$ cat config.mk
export PLATFORM = sky130hd
export DESIGN_NAME = chan_sel_ctrl
export DESIGN_NICKNAME = d
export VERILOG_FILES = /design/src/rtl/chan_sel_ctrl.sv
export SDC_FILE = /design/constraint.sdc
export NUM_CORES = 1
export LEC_CHECK = 0
export ABC_AREA = 1
export BUFFER_PORTS_ARGS = -buffer_cell sky130_fd_sc_hd__clkbuf_2
export CAP_MARGIN = 10
export CORE_ASPECT_RATIO = 0.7
export CORE_UTILIZATION = 41
export CTS_BUF_LIST = sky130_fd_sc_hd__clkbuf_16
export CTS_CLUSTER_DIAMETER = 100
export DETAILED_ROUTE_END_ITERATION = 16
export PLACE_DENSITY = 0.7
export SETUP_SLACK_MARGIN = 0.02
export SLEW_MARGIN = 25
export SYNTH_ARGS = -nofsm -noshare
export SYNTH_HDL_FRONTEND = slang
export SYNTH_SLANG_ARGS = --single-unit
$ cat constraint.sdc
create_clock -name clk -period 5 [get_ports clk]
set_input_delay 0.75 -clock clk [delete_from_list [all_inputs] [get_ports clk]]
set_output_delay 0.75 -clock clk [all_outputs]
set_load 0.005 [all_outputs]
$ cat src/rtl/chan_sel_ctrl.sv
// Registered channel-select controller: direct one-hot decode with a valid/ready request
// and ack release, or an autonomous scan over the enabled channels with a programmable dwell.
module chan_sel_ctrl #(
  parameter int unsigned N       = 2,
  parameter int unsigned DWELL_W = 8
) (
  input  logic                clk,
  input  logic                rst,
  input  logic                mode,
  input  logic                c_vld,
  input  logic [N-1:0]        c,
  output logic                c_rdy,
  input  logic [(1<<N)-1:0]   en_mask,
  input  logic [DWELL_W-1:0]  dwell,
  output logic [(1<<N)-1:0]   s,
  output logic                s_vld,
  input  logic                s_ack,
  output logic [N-1:0]        cur_ch,
  output logic                err
);

  localparam int unsigned NCH = 1 << N;

  typedef enum logic [1:0] {
    ST_IDLE = 2'd0,
    ST_HOLD = 2'd1,
    ST_SCAN = 2'd2
  } state_t;

  state_t             r_state, w_state_nxt;
  logic [NCH-1:0]     r_s, w_s_nxt;
  logic               r_s_vld, w_s_vld_nxt;
  logic [N-1:0]       r_cur_ch, w_cur_ch_nxt;
  logic               r_err, w_err_nxt;
  logic [DWELL_W-1:0] r_cnt, w_cnt_nxt;

  logic [N-1:0]       w_first_ch;
  logic [N-1:0]       w_start;
  logic [2*NCH-1:0]   w_dbl;
  logic [NCH-1:0]     w_rot;
  logic [N-1:0]       w_rot_idx;
  logic [N-1:0]       w_adv_ch;

  // Search for the next enabled channel starts just above cur_ch (wraps in N bits).
  assign w_start  = r_cur_ch + N'(1);
  assign w_dbl    = {en_mask, en_mask};
  assign w_rot    = w_dbl[w_start +: NCH];
  assign w_adv_ch = w_start + w_rot_idx;

  always_comb begin : first_enc
    w_first_ch = '0;
    for (int i = int'(NCH) - 1; i >= 0; i--) begin
      if (en_mask[i]) w_first_ch = N'(i);
    end
  end

  always_comb begin : rot_enc
    w_rot_idx = '0;
    for (int i = int'(NCH) - 1; i >= 0; i--) begin
      if (w_rot[i]) w_rot_idx = N'(i);
    end
  end

  assign c_rdy = (r_state == ST_IDLE) & ~mode;

  always_ff @(posedge clk or negedge rst) begin : state_reg
    if (!rst) begin
      r_state  <= ST_IDLE;
      r_s      <= '0;
      r_s_vld  <= 1'b0;
      r_cur_ch <= '0;
      r_err    <= 1'b0;
      r_cnt    <= '0;
    end else begin
      r_state  <= w_state_nxt;
      r_s      <= w_s_nxt;
      r_s_vld  <= w_s_vld_nxt;
      r_cur_ch <= w_cur_ch_nxt;
      r_err    <= w_err_nxt;
      r_cnt    <= w_cnt_nxt;
    end
  end

  always_comb begin : next_state
    w_state_nxt  = r_state;
    w_s_nxt      = r_s;
    w_s_vld_nxt  = r_s_vld;
    w_cur_ch_nxt = r_cur_ch;
    w_err_nxt    = 1'b0;
    w_cnt_nxt    = r_cnt;

    case (r_state)
      ST_IDLE: begin
        if (mode) begin
          if (|en_mask) begin
            w_state_nxt  = ST_SCAN;
            w_s_nxt      = NCH'(1) << w_first_ch;
            w_s_vld_nxt  = 1'b1;
            w_cur_ch_nxt = w_first_ch;
            w_cnt_nxt    = dwell;
          end
        end else if (c_vld) begin
          if (en_mask[c]) begin
            w_state_nxt  = ST_HOLD;
            w_s_nxt      = NCH'(1) << c;
            w_s_vld_nxt  = 1'b1;
            w_cur_ch_nxt = c;
          end else begin
            w_err_nxt = 1'b1;
          end
        end
      end

      ST_HOLD: begin
        if (s_ack) begin
          w_state_nxt = ST_IDLE;
          w_s_nxt     = '0;
          w_s_vld_nxt = 1'b0;
        end
      end

      ST_SCAN: begin
        // Exit wins over the dwell counter; a masked current channel still finishes its dwell.
        if (!mode || (en_mask == '0)) begin
          w_state_nxt = ST_IDLE;
          w_s_nxt     = '0;
          w_s_vld_nxt = 1'b0;
        end else if (r_cnt != '0) begin
          w_cnt_nxt = r_cnt - DWELL_W'(1);
        end else begin
          w_s_nxt      = NCH'(1) << w_adv_ch;
          w_cur_ch_nxt = w_adv_ch;
          w_cnt_nxt    = dwell;
        end
      end

      default: begin
        w_state_nxt = ST_IDLE;
        w_s_nxt     = '0;
        w_s_vld_nxt = 1'b0;
      end
    endcase
  end

  assign s      = r_s;
  assign s_vld  = r_s_vld;
  assign cur_ch = r_cur_ch;
  assign err    = r_err;

endmodule

==> results by group, run 1 <==
Outcome
  – Status: finished clean

Clock network
  – CTS Hold Buffers Added: 0
  – CTS root buf: clkbuf_16
  – Clock tree sinks: 18
  – Clock buffer depth: 2
  – CTS tree: yes
  – Maximum level of the CTS H-tree: 1
  – Gates resized, CTS repair: 0
  – Reg clk slew, reported paths: 50 ps
  – Worst-Skew Late Latency: 250 ps
  – TritonCTS buffer count: 3
  – Setup Fix Bufs, Post-CTS: 0

Worst setup path
  – WP data arrival: 2570 ps
  – Req. time, crit path: 5140 ps
  – Crit-path max FO: 12
  – Reg2reg end: s[2]
  – Startpoint Class: flip-flop
  – Crit end category: flip-flop
  – Crit path kind: reg2reg
  – Worst reg2reg path startpoint: cur_ch[0]
  – R2r worst-path depth: 15
  – FF-to-FF setup slack: 2560 ps

Logic synthesis
  – Synth async-reset ratio: 1.00
  – Synth Flop Type: dfrtp_1
  – Mapped Cells: 218
  – Post-synth EDFFs: 0
  – Synth top area share: 0.322
  – Synthesized area per cell: 6.41 µm²
  – Top cell type by total area after synthesis: dfrtp_1
  – Synth top area cells: dfrtp_1 32%, nand2_1 23%, inv_1 7.0%
  – Synth Warn #: 0
  – Seq cells post-synth: 18
  – Count leader, synth: nand2_1
  – Post-synth top cells: 87 x nand2_1, 26 x inv_1, 18 x dfrtp_1, 16 x nor2_1
  – Unique cell type count in the Yosys netlist: 26
  – Seq/Total Area, Yosys: 0.322
  – Syn nets: 240
  – Mapped Area: 0.00140 mm²

Routing
  – Routed WL: 3150 µm
  – DR pass1 iterations: 4
  – Drt initial violations: 72
  – DR vias/cell: 5.01
  – Via count: 1417
  – DRC errors left: 0
  – Routed length per placed instance: 11.1 µm
  – ANT nets after route: 0

Layout
  – # fillers: 336
  – Register area: 450 µm²
  – Layout cells sized above 1: 0.167
  – Final core utilization: 0.510
  – Area Growth Syn to Fin: 16.5%
  – Ant. Diodes: 0
  – Final Instance Area: 0.00163 mm²
  – Multi-input logic area: 811 µm²
  – Non-filler cells, final: 283
  – Fin nets: 268

Global routing
  – Initial antenna violation count: 0
  – Largest net degree at the start of global routing: 19
  – First-pass GRT wire length: 5640 µm
  – Total gr overflow: 0
  – GRT Total Usage: 0.200
  – Vias in the first global route: 1249

Timing
  – Clock skew: 5.04 ps
  – Final hold viol count: 0
  – Final setup fails: 0
  – Fin crit share: 0.488
  – Worst-Margin Slew: 682 ps
  – RSZ-0062 raised after global routing: no
  – Max Clock Freq: 410 MHz
  – Hold Slack: 437 ps
  – Slew headroom: 0.543
  – Setup TNS: 0 ps
  – Final Max Slew Viols: 0
  – Crit path time final: 2440 ps

Floorplanning
  – Die X: 71.8 µm
  – Top Ports: 28
  – Row cnt: 17
  – Core area: 0.00319 mm²
  – Initial Util: 0.438
  – Die height: 50.8 µm
  – Die ar.: 0.00365 mm²

Placed design
  – I/O Buffers: 27
  – GP Congestion: 0.817
  – Post-DP HPWL: 2470 µm
  – Placed insts: 279
  – Cell Area, Placed: 0.00155 mm²

Run
  – Max Cap Viol: 0

Power
  – VDD IR max: 0.000237 V
  – PwrDens: 545 mW/mm²
  – P_leak: 0.000912 µW

Min path
  – Worst hold path type: in2async
[critical path, cell delays in order, from the launching register on]
cell     delay (ps)
dfrtp_1         500
inv_1           320
nand2_1          90
nand2_1         180
nand2_1         110
a31oi_1         180
nor2_1           60
ha_1            190
xor2_1          180
inv_1            60
nand2_1         130
nand2_1          90
nand2_1          60
nand2_1          50
nand2_1          60
nand2_1          50
[placed cells by master, fill, tap and decap left out]
cell type | synthesis | final
a31oi_1 | 2 | 2
nor3_4 | 1 | 1
clkbuf_16 | 0 | 3
nand2_2 | 2 | 2
a21oi_2 | 1 | 1
nand3_1 | 13 | 13
o21bai_1 | 1 | 1
ha_1 | 3 | 3
o21ai_1 | 3 | 3
dfrtp_1 | 18 | 18
inv_2 | 2 | 2
nand4_1 | 1 | 1
nand2_1 | 87 | 87
clkinv_1 | 0 | 1
o22ai_1 | 3 | 3
xor2_1 | 4 | 4
o21ai_0 | 13 | 13
clkbuf_2 | 0 | 27
nor2_4 | 3 | 3
nor3_1 | 1 | 1
o211ai_1 | 4 | 4
nor2_1 | 16 | 16
o21ai_2 | 1 | 1
inv_1 | 26 | 26
nor2_2 | 1 | 1
a21oi_1 | 8 | 8
[metrics by stage]
step | power [µW] | setup WS (ps)
floorplan | 616 | 2910
global placement | 711 | 2640
detailed placement | 720 | 2590
CTS | 886 | 2600
global route | 987 | 2270
finish | 886 | 2560
[cells by family (layout without fill, tap and decap cells)]
| logic type | Yosys count | in the layout | share of synthesized area |
|---|---|---|---|
| DFF | 18 | 18 | 0.322 |
| xor gates and xnor gates | 4 | 4 | 0.0251 |
| adders and majority gates | 3 | 3 | 0.0269 |
| buffers and inverters | 32 | 59 | 0.0976 |
| AOI/OAI and AO/OA | 36 | 36 | 0.148 |
| and+or+nand+nor | 125 | 125 | 0.380 |
[flip-flops by register name (all words and copies together), names as in the netlist]
register	count
s_vld	1
r_cnt	8
cur_ch	2
err	1
r_state	2
s	4
[how the worst max path moves through the flow]
stage / from / to / slack, ps / cells past startpoint
floorplan: en_mask[1] / s[2] / 2910 / 15
global placement: en_mask[1] / s[2] / 2640 / 16
detailed placement: en_mask[1] / s[2] / 2590 / 16
CTS: cur_ch[0] / s[2] / 2600 / 16
global route: cur_ch[0] / s[2] / 2270 / 16
finish: cur_ch[0] / s[2] / 2560 / 15
[where the power goes]
group	internal [µW]	leakage (µW)	switching, µW
clock network	106	0.0000385	54.9
registers	203	0.000224	51.3
logic	164	0.000650	307
[area by class of cell]
class                           count  share of cell area
Inverter                           28              0.0646
Multi-Input combinational cell    168               0.498
Sequential cell                    18               0.277
Tap cell                           38              0.0292
Clock inverter                      1             0.00231
Clock buffer                        3              0.0461
Timing Repair Buffer               27              0.0830
[metal layers]
layer | up-vias | GRT usage | wire length (µm)
li1 | 752 | - | -
met1 | 634 | 0.313 | 1700
met2 | 27 | 0.275 | 1280
met3 | 4 | 0.0493 | 145
met4 | 0 | 0.0392 | 19
met5 | - | 0 | 0
(Power assumes the default switching activity.)
==> inputs of run 2 (changes only) <==
clock period = 2.35 ns   (was 5 ns; I/O delays follow)
==> results by group, run 2 (synthesized netlist as in run 1, its figures left out) <==
Outcome
  – Status: finished clean

Global routing
  – GRT Total Usage: 0.203
  – Initial antenna violation count: 0
  – Largest net degree at the start of global routing: 19
  – First-pass GRT wire length: 5750 µm
  – Total gr overflow: 0
  – Vias in the first global route: 1304

Timing
  – Crit path time final: 2090 ps
  – Max Clock Freq: 479 MHz
  – Final Max Slew Viols: 0
  – Fin crit share: 0.887
  – Final hold viol count: 0
  – Worst-Margin Slew: 459 ps
  – Final setup fails: 0
  – Slew headroom: 0.694
  – Clock skew: 5.23 ps
  – Setup TNS: 0 ps
  – RSZ-0062 raised after global routing: no

Clock network
  – TritonCTS buffer count: 3
  – Clock tree sinks: 18
  – Reg clk slew, reported paths: 50 ps
  – Maximum level of the CTS H-tree: 1
  – CTS root buf: clkbuf_16
  – CTS tree: yes
  – Clock buffer depth: 2
  – Worst-Skew Late Latency: 250 ps

Floorplanning
  – Die height: 50.8 µm
  – Die ar.: 0.00365 mm²
  – Top Ports: 28
  – Row cnt: 17
  – Core area: 0.00319 mm²
  – Initial Util: 0.438
  – Die X: 71.8 µm

Worst setup path
  – WP data arrival: 2270 ps
  – Req. time, crit path: 2530 ps
  – Crit path kind: reg2reg
  – Startpoint Class: flip-flop
  – Crit-path max FO: 11
  – Crit end category: flip-flop

Layout
  – Max reg flops: 8
  – Ant. Diodes: 0
  – Layout cells sized above 1: 0.190
  – Commonest non-fill, non-tap cell in the layout: nand2_1
  – Fin nets: 272
  – Top reg by flops: r_cnt
  – # fillers: 315
  – Non-filler cells, final: 286
  – Most frequent cells in the layout: 86 x nand2_1, 27 x clkbuf_2, 25 x inv_1
  – Area Growth Syn to Fin: 19.7%

Routing
  – DR pass1 iterations: 4
  – Routed WL: 3280 µm
  – Drt initial violations: 82
  – ANT nets after route: 0
  – Routed length per placed instance: 11.5 µm
  – DRC errors left: 0
  – DR vias/cell: 4.91
  – Via count: 1405

Placed design
  – I/O Buffers: 27
  – GP Congestion: 0.875
  – Placed insts: 282
  – Post-DP HPWL: 2480 µm

Min path
  – Worst hold path type: in2async

Power
  – VDD IR max: 0.000609 V
  – PwrDens: 1170 mW/mm²
  – P_leak: 0.000929 µW

Run
  – Max Cap Viol: 0
## run 2: cell types whose count changed in the layout (fill, tap and decap cells not counted), sizes merged
cell	before	now
buf	0	4
clkinv	1	0
clkinvlp	0	1
inv	28	27
## run 2: worst max-delay path: stages (launching register included)
cell and delay [ps]:
dfrtp_1 400, buf_4 180, nand2_1 60, nand2_1 120, nand2_1 90, nand2_1 70
a31oi_1 140, nor2_1 60, ha_1 180, xor2_1 180, nand3_1 180, nand2_1 130
nand2_1 50, nand2_1 60, nand2_1 60, nand2_1 50
## run 2: worst paths after layout
path | startpoint | end | slack (ps) | depth (start not counted)
max | cur_ch[0] | s[2] | 260 | 15
min | rst | r_cnt[0] | 50 | 1
max reg2reg | cur_ch[0] | s[2] | 260 | 15
min reg2reg | s[2] | s[2] | 480 | 2
max in group asynchronous | rst | r_state[0] | 1980 | 1
min in group clk | dwell[6] | r_cnt[6] | 370 | 3
## run 2: repair_timing
| action | in CTS | in global routing |
|---|---|---|
| buffers inserted | 0 | 1 |
| endpoints found under the setup margin | 0 | 4 |
| hold buffers | 0 | 0 |
| gates resized for setup | 0 | 2 |
## run 2: per-layer routing
layer  part of all wire  routed length (µm)  track usage
met5                  0                   0            0
met4             0.0043                  14       0.0196
met3              0.044                 144       0.0533
met2               0.41                1350        0.314
met1               0.54                1770        0.294
## run 2: metrics by stage
step	util	hold slack (ps)	instance area, µm²	total power [µW]	worst slack [ps]
6_report	0.524	45.9	1670	1960	264
5_1_grt	0.524	91.7	1670	2160	32.5
4_1_cts	0.516	65.4	1650	1900	177
3_5_place_dp	0.493	328	1570	1550	193
3_3_place_gp	0.493	330	1570	1530	247
2_1_floorplan	-	56.9	1400	1310	482
## run 2: final cells by class
type                            instances  area (µm²)  share of cell area
Multi-Input combinational cell        168         813               0.486
Sequential cell                        18         450               0.269
Timing Repair Buffer                   31         178               0.106
Inverter                               28         109              0.0651
Clock buffer                            3        75.1              0.0449
Tap cell                               38        47.5              0.0284
## run 2: report_power, final
part / leakage, µW / internal, µW / total [µW] / switching (µW)
Sequential: 0.000224 / 432 / 528 / 96.1
Combinational: 0.000669 / 407 / 1100 / 693
Clock: 0.0000370 / 223 / 331 / 108
Total: 0.000929 / 1060 / 1960 / 897
==> inputs of run 3 (changes only) <==
ABC_AREA = unset   (was 1)
CTS_CLUSTER_SIZE = 16   (was unset)
PLACE_DENSITY = 0.71   (was 0.7)
==> results by group, run 3 <==
Logic synthesis
  – Unique cell type count in the Yosys netlist: 51
  – Synth top area cells: dfrtp_1 33%, nor2_1 5.8%, a21oi_1 5.5%
  – Synth Warn #: 0
  – Mapped Area: 0.00136 mm²
  – Synth top area share: 0.332
  – Count leader, synth: nor2_1
  – Seq cells post-synth: 18
  – Post-synth EDFFs: 0
  – Mapped Cells: 164
  – Post-synth top cells: 21 x nor2_1, 18 x dfrtp_1, 15 x a21oi_1, 13 x o21ai_0, 9 x nand2_1
  – Top cell type by total area after synthesis: dfrtp_1
  – Synth Flop Type: dfrtp_1
  – Synthesized area per cell: 8.28 µm²
  – Syn nets: 186
  – Synth async-reset ratio: 1.00
  – Seq/Total Area, Yosys: 0.332

Worst setup path
  – FF-to-FF setup slack: 220 ps
  – Crit-path max FO: 5
  – Crit path kind: reg2reg
  – Worst reg2reg path startpoint: r_cnt[0]
  – R2r worst-path depth: 8
  – Req. time, crit path: 2490 ps
  – Worst path bufs/invs: 2
  – Cell Chain, Critical Path: inv_1, ha_1, nor4b_1, buf_4, a211oi_2, nor3_2, and2b_1, a211o_1
  – Critical path startpoint: r_cnt[0]
  – Worst path max stage delay: 420 ps
  – Critical Path Stages: 8
  – Reg2reg end: s[1]
  – Worst setup endpoint: s[1]
  – Startpoint Class: flip-flop
  – WP data arrival: 2260 ps
  – Slowest-stage cell, CP: dfrtp_1
  – Crit end category: flip-flop
  – CP top delay family: simple AND/OR/NAND/NOR gates

Global routing
  – Total gr overflow: 0
  – First-pass GRT wire length: 5310 µm
  – GRT Total Usage: 0.192
  – Vias in the first global route: 1169
  – Initial antenna violation count: 0
  – Largest net degree at the start of global routing: 19

Floorplanning
  – Row cnt: 17
  – Core area: 0.00315 mm²
  – Die height: 50.1 µm
  – Top Ports: 28
  – Initial Util: 0.431
  – Die ar.: 0.00355 mm²
  – Die X: 70.8 µm

Routing
  – DR vias/cell: 5.70
  – Routed WL: 3100 µm
  – ANT nets after route: 0
  – DRC errors left: 2
  – Drt initial violations: 104
  – DR pass1 iterations: 12
  – Routed length per placed instance: 13.6 µm
  – Via count: 1300

Timing
  – Slew headroom: 0.663
  – Crit path time final: 2130 ps
  – Final Max Slew Viols: 0
  – Final hold viol count: 0
  – RSZ-0062 raised after global routing: no
  – Max Clock Freq: 470 MHz
  – Clock skew: 4.09 ps
  – Worst-Margin Slew: 501 ps
  – Final setup fails: 0
  – Fin crit share: 0.905
  – Setup TNS: 0 ps

Layout
  – # fillers: 291
  – Max reg flops: 8
  – Top reg by flops: r_cnt
  – Area Growth Syn to Fin: 18.6%
  – Fin nets: 213
  – Most frequent cells in the layout: 27 x clkbuf_2, 21 x nor2_1, 18 x dfrtp_1
  – Layout cells sized above 1: 0.232
  – Ant. Diodes: 0
  – Commonest non-fill, non-tap cell in the layout: clkbuf_2
  – Final core utilization: 0.512

Placed design
  – Post-DP HPWL: 2370 µm
  – GP Congestion: 0.810
  – I/O Buffers: 27

Power
  – P_leak: 0.000740 µW
  – PwrDens: 840 mW/mm²
  – VDD IR max: 0.000351 V

Clock network
  – Maximum level of the CTS H-tree: 1
  – TritonCTS buffer count: 3
  – Gates resized, CTS repair: 0
  – Worst-Skew Late Latency: 250 ps
  – Setup Fix Bufs, Post-CTS: 0
  – CTS root buf: clkbuf_16
  – Reg clk slew, reported paths: 50 ps
  – Clock buffer depth: 2
  – Clock tree sinks: 18
  – CTS tree: yes
  – CTS Hold Buffers Added: 0

Outcome
  – Status: finished with violations
  – Failing checks: DRC

Min path
  – Worst hold path type: in2async

Run
  – Max Cap Viol: 0
run 3: cell types whose count changed in the layout (fill, tap and decap cells not counted), sizes merged, moves of 4 or more:
| cell | before | now |
|---|---|---|
| nand2 | 89 | 9 |
| inv | 27 | 9 |
| nand3 | 13 | 3 |
| nand2b | 0 | 7 |
| a21oi | 9 | 15 |
| a22oi | 0 | 4 |
| o211ai | 4 | 0 |
| xor2 | 4 | 0 |
run 3: report_power, final:
group | leakage (µW) | switching [µW] | internal, µW | total (µW)
Clock | 0.0000385 | 118 | 226 | 344
Sequential | 0.000222 | 96.9 | 386 | 483
Combinational | 0.000479 | 280 | 246 | 525
run 3: cell families (layout without fill, tap and decap cells):
family / after synthesis / after routing / share of synthesized area
XOR/XNOR: 3 / 3 / 0.0194
flip-flops: 18 / 18 / 0.332
multiplexers: 3 / 3 / 0.0313
AND/OR/NAND/NOR: 65 / 65 / 0.255
AO/OA/AOI/OAI: 54 / 54 / 0.276
buffers and inverters: 18 / 44 / 0.0590
adder cells (fa/ha/maj): 3 / 3 / 0.0277
run 3: area by class of cell:
| class | count | area [µm²] | share of cell area |
|---|---|---|---|
| timing repair buffer | 31 | 165 | 0.103 |
| tap | 38 | 47.5 | 0.0295 |
| clock buffer | 3 | 75.1 | 0.0466 |
| clock inverter | 1 | 3.75 | 0.00233 |
| inverter | 9 | 33.8 | 0.0210 |
| multi-input combinational | 128 | 835 | 0.518 |
| sequential | 18 | 450 | 0.280 |
run 3: stage by stage:
| step | total power, µW | worst slack, ps | area (µm²) | instances | hold WS [ps] |
|---|---|---|---|---|---|
| floorplan | 830 | 328 | 1360 | 164 | 56.9 |
| finish | 1350 | 224 | 1610 | 228 | 46.5 |
| detailed placement | 984 | 95.9 | 1520 | 224 | 330 |
| CTS | 1330 | 186 | 1600 | 228 | 65.9 |
| global route | 1450 | 44.4 | 1610 | 228 | 97.2 |
| global placement | 965 | 194 | 1520 | 224 | 324 |
run 3: layer usage:
metal	part of all wire	GRT usage	vias to the layer above	wire, µm
li1	-	-	650	-
met1	0.50	0.272	601	1550
met2	0.43	0.296	47	1340
met3	0.060	0.0482	2	185
met4	0.0042	0.0400	0	13
met5	0	0	-	0
run 3: worst reg2reg max path, delay by kind of cell, from the launching register on:
| family | cells | cell delay (ps) |
|---|---|---|
| flip-flops | 1 | 420 |
| buffers and inverters | 2 | 270 |
| AND/OR/NAND/NOR | 3 | 830 |
| adder cells (fa/ha/maj) | 1 | 170 |
| AO/OA/AOI/OAI | 2 | 330 |
run 3: worst min-delay path by stage:
stage,to,slack (ps),from,depth (start not counted)
2_1_floorplan,cur_ch[0],60,rst,0
3_3_place_gp,r_cnt[5],320,rst,1
3_5_place_dp,r_cnt[5],330,rst,1
4_1_cts,r_cnt[4],70,rst,1
5_1_grt,r_cnt[4],100,rst,1
6_report,r_cnt[4],50,rst,1
